==> src/rtl/nibble_serial_addsub_ctrl_if.sv <==
// Operand/result handshake bundle between the operand source and the
// nibble-serial add/subtract controller.
interface nibble_serial_addsub_ctrl_if #(
  parameter int NIBBLES = 4
);
  localparam int W = 4 * NIBBLES;

  logic         start;
  logic         sub;
  logic [W-1:0] op_a;
  logic [W-1:0] op_b;
  logic         busy;
  logic         done;
  logic [W-1:0] result;
  logic         cout;
  logic         overflow;

  // Operand source side
  modport master (
    output start, sub, op_a, op_b,
    input  busy, done, result, cout, overflow
  );

  // Controller side
  modport slave (
    input  start, sub, op_a, op_b,
    output busy, done, result, cout, overflow
  );
endinterface

==> src/rtl/nibble_serial_addsub_ctrl.sv <==
// Nibble-serial add/subtract controller. Steps a W-bit operation through an
// external 4-bit add-only slice, LSB nibble first, and assembles the result.
//
// state  | meaning
// -------+------------------------------------------------------------
// IDLE   | waiting for start; slice inputs forced to 0, results held
// RUN    | one nibble per cycle through the slice, idx = current nibble
// DONE   | one-cycle done pulse, results valid; returns to IDLE
module nibble_serial_addsub_ctrl #(
  parameter int NIBBLES = 4
) (
  input  logic                          clk,
  input  logic                          rst_n,
  nibble_serial_addsub_ctrl_if.slave    bus,
  output logic [3:0]                    alu_a_o,
  output logic [3:0]                    alu_b_o,
  output logic                          alu_cin_o,
  input  logic [3:0]                    alu_s_i,
  input  logic                          alu_cout_i
);

  localparam int W  = 4 * NIBBLES;
  localparam int IW = (NIBBLES > 2) ? $clog2(NIBBLES) : 1;
  localparam logic [IW-1:0] IDX_LAST = IW'(NIBBLES - 1);

  localparam logic [1:0] S_IDLE = 2'd0;
  localparam logic [1:0] S_RUN  = 2'd1;
  localparam logic [1:0] S_DONE = 2'd2;

  logic [1:0]    state_q,  state_d;
  logic [W-1:0]  opa_q,    opa_d;
  logic [W-1:0]  opb_q,    opb_d;
  logic          carry_q,  carry_d;
  logic [IW-1:0] idx_q,    idx_d;
  logic [W-1:0]  result_q, result_d;
  logic          cout_q,   cout_d;
  logic          ovf_q,    ovf_d;

  logic [3:0]    nib_a;
  logic [3:0]    nib_b;

  // Select the current operand nibbles by index
  always_comb begin
    nib_a = 4'h0;
    nib_b = 4'h0;
    for (int n = 0; n < NIBBLES; n++) begin
      if (idx_q == IW'(n)) begin
        nib_a = opa_q[4*n +: 4];
        nib_b = opb_q[4*n +: 4];
      end
    end
  end

  // Drive the slice only while running; zeros otherwise
  always_comb begin
    alu_a_o   = 4'h0;
    alu_b_o   = 4'h0;
    alu_cin_o = 1'b0;
    if (state_q == S_RUN) begin
      alu_a_o   = nib_a;
      alu_b_o   = nib_b;
      alu_cin_o = carry_q;
    end
  end

  // Next-state logic: capture, nibble stepping, result assembly
  always_comb begin
    state_d  = state_q;
    opa_d    = opa_q;
    opb_d    = opb_q;
    carry_d  = carry_q;
    idx_d    = idx_q;
    result_d = result_q;
    cout_d   = cout_q;
    ovf_d    = ovf_q;

    case (state_q)
      S_IDLE: begin
        if (bus.start) begin
          opa_d    = bus.op_a;
          // Subtraction as A + ~B + 1: invert B here, seed carry with 1
          opb_d    = bus.sub ? ~bus.op_b : bus.op_b;
          carry_d  = bus.sub;
          idx_d    = '0;
          result_d = '0;
          cout_d   = 1'b0;
          ovf_d    = 1'b0;
          state_d  = S_RUN;
        end
      end

      S_RUN: begin
        for (int n = 0; n < NIBBLES; n++) begin
          if (idx_q == IW'(n)) begin
            result_d[4*n +: 4] = alu_s_i;
          end
        end
        carry_d = alu_cout_i;
        if (idx_q == IDX_LAST) begin
          cout_d  = alu_cout_i;
          // opb_q is already inverted for subtract, so one rule covers both
          ovf_d   = (opa_q[W-1] == opb_q[W-1]) && (alu_s_i[3] != opa_q[W-1]);
          state_d = S_DONE;
        end else begin
          idx_d = idx_q + 1'b1;
        end
      end

      S_DONE: begin
        state_d = S_IDLE;
      end

      default: begin
        state_d = S_IDLE;
      end
    endcase
  end

  // State registers with synchronous active-low reset
  always_ff @(posedge clk) begin
    if (!rst_n) begin
      state_q  <= S_IDLE;
      opa_q    <= '0;
      opb_q    <= '0;
      carry_q  <= 1'b0;
      idx_q    <= '0;
      result_q <= '0;
      cout_q   <= 1'b0;
      ovf_q    <= 1'b0;
    end else begin
      state_q  <= state_d;
      opa_q    <= opa_d;
      opb_q    <= opb_d;
      carry_q  <= carry_d;
      idx_q    <= idx_d;
      result_q <= result_d;
      cout_q   <= cout_d;
      ovf_q    <= ovf_d;
    end
  end

  assign bus.busy     = (state_q == S_RUN) || (state_q == S_DONE);
  assign bus.done     = (state_q == S_DONE);
  assign bus.result   = result_q;
  assign bus.cout     = cout_q;
  assign bus.overflow = ovf_q;

endmodule

==> src/flat_wrapper.sv <==
// flat-port wrapper written by rule: the top's interface ports become plain ports
module nibble_serial_addsub_ctrl_flat 
#(
  parameter int NIBBLES = 4
)
  (clk, rst_n, alu_a_o, alu_b_o, alu_cin_o, alu_s_i, alu_cout_i, bus_start, bus_sub, bus_op_a, bus_op_b, bus_busy, bus_done, bus_result, bus_cout, bus_overflow);
  nibble_serial_addsub_ctrl_if #(.NIBBLES(NIBBLES)) bus_i ();
  input  logic clk;
  input  logic rst_n;
  output logic [3:0] alu_a_o;
  output logic [3:0] alu_b_o;
  output logic alu_cin_o;
  input  logic [3:0] alu_s_i;
  input  logic alu_cout_i;
  input wire logic [$bits(bus_i.start)-1:0] bus_start;
  input wire logic [$bits(bus_i.sub)-1:0] bus_sub;
  input wire logic [$bits(bus_i.op_a)-1:0] bus_op_a;
  input wire logic [$bits(bus_i.op_b)-1:0] bus_op_b;
  output wire logic [$bits(bus_i.busy)-1:0] bus_busy;
  output wire logic [$bits(bus_i.done)-1:0] bus_done;
  output wire logic [$bits(bus_i.result)-1:0] bus_result;
  output wire logic [$bits(bus_i.cout)-1:0] bus_cout;
  output wire logic [$bits(bus_i.overflow)-1:0] bus_overflow;
  assign bus_i.start = bus_start;
  assign bus_i.sub = bus_sub;
  assign bus_i.op_a = bus_op_a;
  assign bus_i.op_b = bus_op_b;
  assign bus_busy = bus_i.busy;
  assign bus_done = bus_i.done;
  assign bus_result = bus_i.result;
  assign bus_cout = bus_i.cout;
  assign bus_overflow = bus_i.overflow;
  nibble_serial_addsub_ctrl #(.NIBBLES(NIBBLES)) u_core (.clk(clk), .rst_n(rst_n), .bus(bus_i), .alu_a_o(alu_a_o), .alu_b_o(alu_b_o), .alu_cin_o(alu_cin_o), .alu_s_i(alu_s_i), .alu_cout_i(alu_cout_i));
endmodule
==> config.mk <==
export PLATFORM = sky130hd
export DESIGN_NAME = nibble_serial_addsub_ctrl_flat
export DESIGN_NICKNAME = d
export VERILOG_FILES = /design/src/rtl/nibble_serial_addsub_ctrl_if.sv /design/src/rtl/nibble_serial_addsub_ctrl.sv /design/src/flat_wrapper.sv
export SDC_FILE = /design/constraint.sdc
export NUM_CORES = 1
export LEC_CHECK = 0
export CAP_MARGIN = 30
export CORE_ASPECT_RATIO = 1.1
export CORE_UTILIZATION = 49
export CTS_CLUSTER_SIZE = 12
export DETAILED_ROUTE_END_ITERATION = 7
export MAX_ROUTING_LAYER = met4
export PLACE_DENSITY = 0.8
export SKIP_CTS_REPAIR_TIMING = 1
export SYNTH_ARGS = -nofsm -noshare
export SYNTH_HDL_FRONTEND = slang
export SYNTH_SLANG_ARGS = --single-unit
==> constraint.sdc <==
create_clock -name clk -period 2.3 [get_ports clk]
set_input_delay 0.46 -clock clk [delete_from_list [all_inputs] [get_ports clk]]
set_output_delay 0.46 -clock clk [all_outputs]
set_load 0.01 [all_outputs]
==> metrics.md, run 1 <==
| Metric | Value |
|---|---|
| Clk Latency, worst-skew pair | `0.31 ns` |
| Area leader, netlist | `dfxtp_1` |
| XOR/XNOR Fraction of Synth Area | `5.04%` |
| Layout cells sized above 1 | `14.2%` |
| Fin worst setup slack | `between 0.04 and 0.05 ns` |
| Final period utilization | `97.8%` |
| Worst-Margin Slew | `0.548 ns` |
| Nets | `between 400 and 500` |
| CP most frequent cell | `buf_4` |
| Place WS | `-0.0500 ns` |
| Post-DP HPWL | `4470 µm` |
| CP Max Fanout | `5` |
| Die Ht | `between 80 and 90 µm` |
| Full die area | `5980 µm²` |
| CP required | `1.84 ns` |
| Vias in the first global route | `2418` |
| Maxcap violations | `0` |
| Clk pwr share | `between 20% and 30%` |
| CTS clock-pin slew for the worst setup and hold paths | `0.09 ns` |
| CTS Buf Count | `5` |
| Synth Area in Simple Gates | `a little under a fifth` |
| Critical path arrival | `1.79 ns` |
| Number of I/O port buffers | `69` |
| Startpoint types | `register` |
| Status | `complete, no violations` |
| NetSw | `552 µW` |
| Mapped Nets | `~380` |
| H-tree Lvls | `2` |
| Leak | `1.34 nW` |
| Largest cells by area after synthesis | `dfxtp_1, a21oi_1, nand2_1` |
| PD cells | `between 500 and 600 nW/µm²` |
| Fin util | `69.3%` |
| Mux contribution to synthesized area | `1.21%` |
| Final Skew | `0.00787 ns` |
| Final weighted congestion in routability-driven placement | `0.772` |
| Fraction of registers with async set/reset | `0%` |
| Drt first pass iters | `4` |
| Routed len/inst | `13.6 µm` |
| Starting Density | `around half` |
| Largest net degree at the start of global routing | `41` |
| Reg power frac | `49.2%` |
| Top-Level Pins | `70` |
| Synth Area in Compound Gates | `23.6%` |
| Crit path largest cell delay | `0.33 ns` |
| Max Buffers Root-to-Sink | `2` |
| Row cnt | `28` |
| Area Growth Syn to Fin | `35.2%` |
| WHS | `about 0.47 ns` |
| CTS tree | `yes` |
| Chip width | `73.9 µm` |
| HP Class | `reg2reg` |
| RSZ-0062 raised after global routing | `true` |
| Warnings, synthesis | `0` |
| Fmax | `0.444 GHz` |
| Worst R2R Path Depth | `5` |
| Synthesized area | `around 2800 µm²` |
| Kind of critical path | `reg2out` |
| Initial DRC count | `87` |
| Total track usage | `23.8%` |
| Post-synth top cells | `dfxtp_1, a21oi_1, nand2_1` |
| Vias/cell | `between 5 and 6` |
| EDFF count, synth | `0` |
| Total Power Consumption | `2.11 mW` |
| Gate power share | `21.9%` |
| Final-report setup violation count | `0` |
| Initial antenna violation count | `0` |
| Core box area | `5430 µm²` |
| Adder-cell share of the synthesized area | `under 10%` |
| Main combinational cell family by area after synthesis | `compound AO/OA/AOI/OAI gates` |
| Critical Path End Type | `output port` |
| Top cell type's share of synthesized area | `39.6%` |
| Routed wire length | `6500 µm` |
| Slew Limit Fails | `0` |
| Worst slew margin | `63.4%` |
| Root Buffer | `clkbuf_8` |
| First-pass GRT wire length | `between 10000 and 15000 µm` |
| Hold Vio Cnt, Final | `0` |
| Post-route ant nets | `0` |
| Switch share | `26.1%` |
| # diodes | `0` |
| Critical Path Slowest Stage Cell | `dfxtp_2` |
| Syn Area/Cell | `around 8.4 µm²` |
| CTS Sinks | `55` |
| Int Power | `1.56 mW` |
| Sequential area share after synthesis | `between 30% and 40%` |
| Peak supply drop | `348 µV` |
| Gate Count Post-Synth | `333` |
| Grt ovf | `0` |
| Period minus WS final | `between 2 and 2.5 ns` |
| Most frequent cell after synthesis | `dfxtp_1` |
| Synthesis-stage register bit count | `55` |
| Routed vias | `2600` |
| DRC violations left | `0` |
| Worst hold stages | `2` |
| Synth unique cells | `41` |
| Cells along the critical path | `inv_2 > buf_4 > ha_4 > buf_4 > nand3b_1 > a221o_1 > a21boi_1 > buf_2` |
| Main synth FF type | `dfxtp_1` |
[power groups by stage]
stage | Sequential (mW) | Clock (mW) | Combinational [mW]
2_1_floorplan | 1.05 | 0 | 0.291
3_3_place_gp | 1.06 | 0 | 0.430
3_5_place_dp | 1.06 | 0 | 0.439
4_1_cts | 1.04 | 0.619 | 0.443
5_1_grt | 1.05 | 0.660 | 0.511
6_report | 1.04 | 0.610 | 0.463
[sequential cells by signal (all words and copies together), names as in the netlist]
signal / cells
u_core.bus.cout: 1
u_core.bus.overflow: 1
u_core.bus.result: 16
u_core.carry_q: 1
u_core.idx_q: 2
u_core.opa_q: 16
u_core.opb_q: 16
u_core.state_q: 2
[kinds of logic after synthesis]
kind of cell	Yosys count
fa+ha+maj	7
compound gates	105
xor+xnor	16
mux	2
buf+inv	45
simple gates	103
flops	55
[per-stage QoR]
stage	cell area (µm²)	std cells	TNS, ns
after global placement	3570	469	-0.174
after global routing	3760	477	-0.0491
final	3760	477	0
after floorplan	2780	333	0
after detailed placement	3570	469	-0.311
after CTS	3680	476	-3.28
[per-layer routing]
layer	share of wire (%)	global-route usage, %	wire (µm)	vias to the layer above
met3	3.7	4.22	242	9
met1	45	28.4	2930	1220
met2	50	40.8	3230	67
met5	0	-	0	-
li1	-	-	-	1304
met4	1.6	6.73	102	0
[worst max-delay path, delay by kind of cell, from the launching register on]
family	cells	cell delay (ns)
AOI/OAI and AO/OA	2	0.47
adders and majority gates	1	0.13
buffers and inverters	4	0.47
DFF	1	0.33
and+or+nand+nor	1	0.08
[placed cells by master, fill, tap and decap left out, types with 2 or more instances in the layout]
| cell | instances |
|---|---|
| buf_6 | 5 |
| a21boi_1 | 4 |
| xnor2_1 | 12 |
| o21ai_0 | 17 |
| inv_1 | 10 |
| clkbuf_2 | 3 |
| and2b_1 | 3 |
| ha_1 | 2 |
| a221o_1 | 8 |
| clkbuf_8 | 5 |
| ha_4 | 4 |
| nand3b_1 | 10 |
| buf_12 | 2 |
| dfxtp_2 | 2 |
| a31oi_1 | 2 |
| clkdlybuf4s50_1 | 61 |
| xor2_1 | 4 |
| nor2_1 | 18 |
| dfxtp_1 | 53 |
| nand2_1 | 43 |
| buf_2 | 4 |
| a21oi_1 | 44 |
| nand2b_1 | 4 |
| buf_4 | 17 |
| nand4_1 | 17 |
| a211oi_1 | 16 |
| o21ai_1 | 4 |
| a21boi_2 | 4 |
[worst paths after layout]
kind                                                startpoint                                 to  slack, ns
worst min register to register    u_core.opa_q[6]$_SDFFE_PN0P_       u_core.opa_q[6]$_SDFFE_PN0P_       0.47
worst max-delay path              u_core.idx_q[1]$_SDFFE_PN0P_                         alu_a_o[0]       0.05
worst max register to register  u_core.state_q[0]$_SDFFE_PN0P_  u_core.bus.result[2]$_SDFFE_PN0P_       0.48
worst min-delay path              u_core.opa_q[6]$_SDFFE_PN0P_       u_core.opa_q[6]$_SDFFE_PN0P_       0.47
[final cells by class]
class	count	area, µm²
clock buffers	6	72.6
repair buffers	94	907
well taps	75	93.8
fillers	462	1670
clock inverters	1	30.0
flip-flops and latches	55	1100
inverters	13	51.3
multi-input cells	233	1500
Note: power is estimated with default switching activity, not from simulation.
==> run 2: changes to the inputs <==
--- a/config.mk
+++ b/config.mk
@@ -5,6 +5,7 @@
 export SDC_FILE = /design/constraint.sdc
 export NUM_CORES = 1
 export LEC_CHECK = 0
+export ABC_CLOCK_PERIOD_IN_PS = 2300
 export CAP_MARGIN = 30
 export CORE_ASPECT_RATIO = 1.1
 export CORE_UTILIZATION = 49
==> results of run 2 <==
Same layout as run 1: the final DEF is identical, and so are final timing and power.
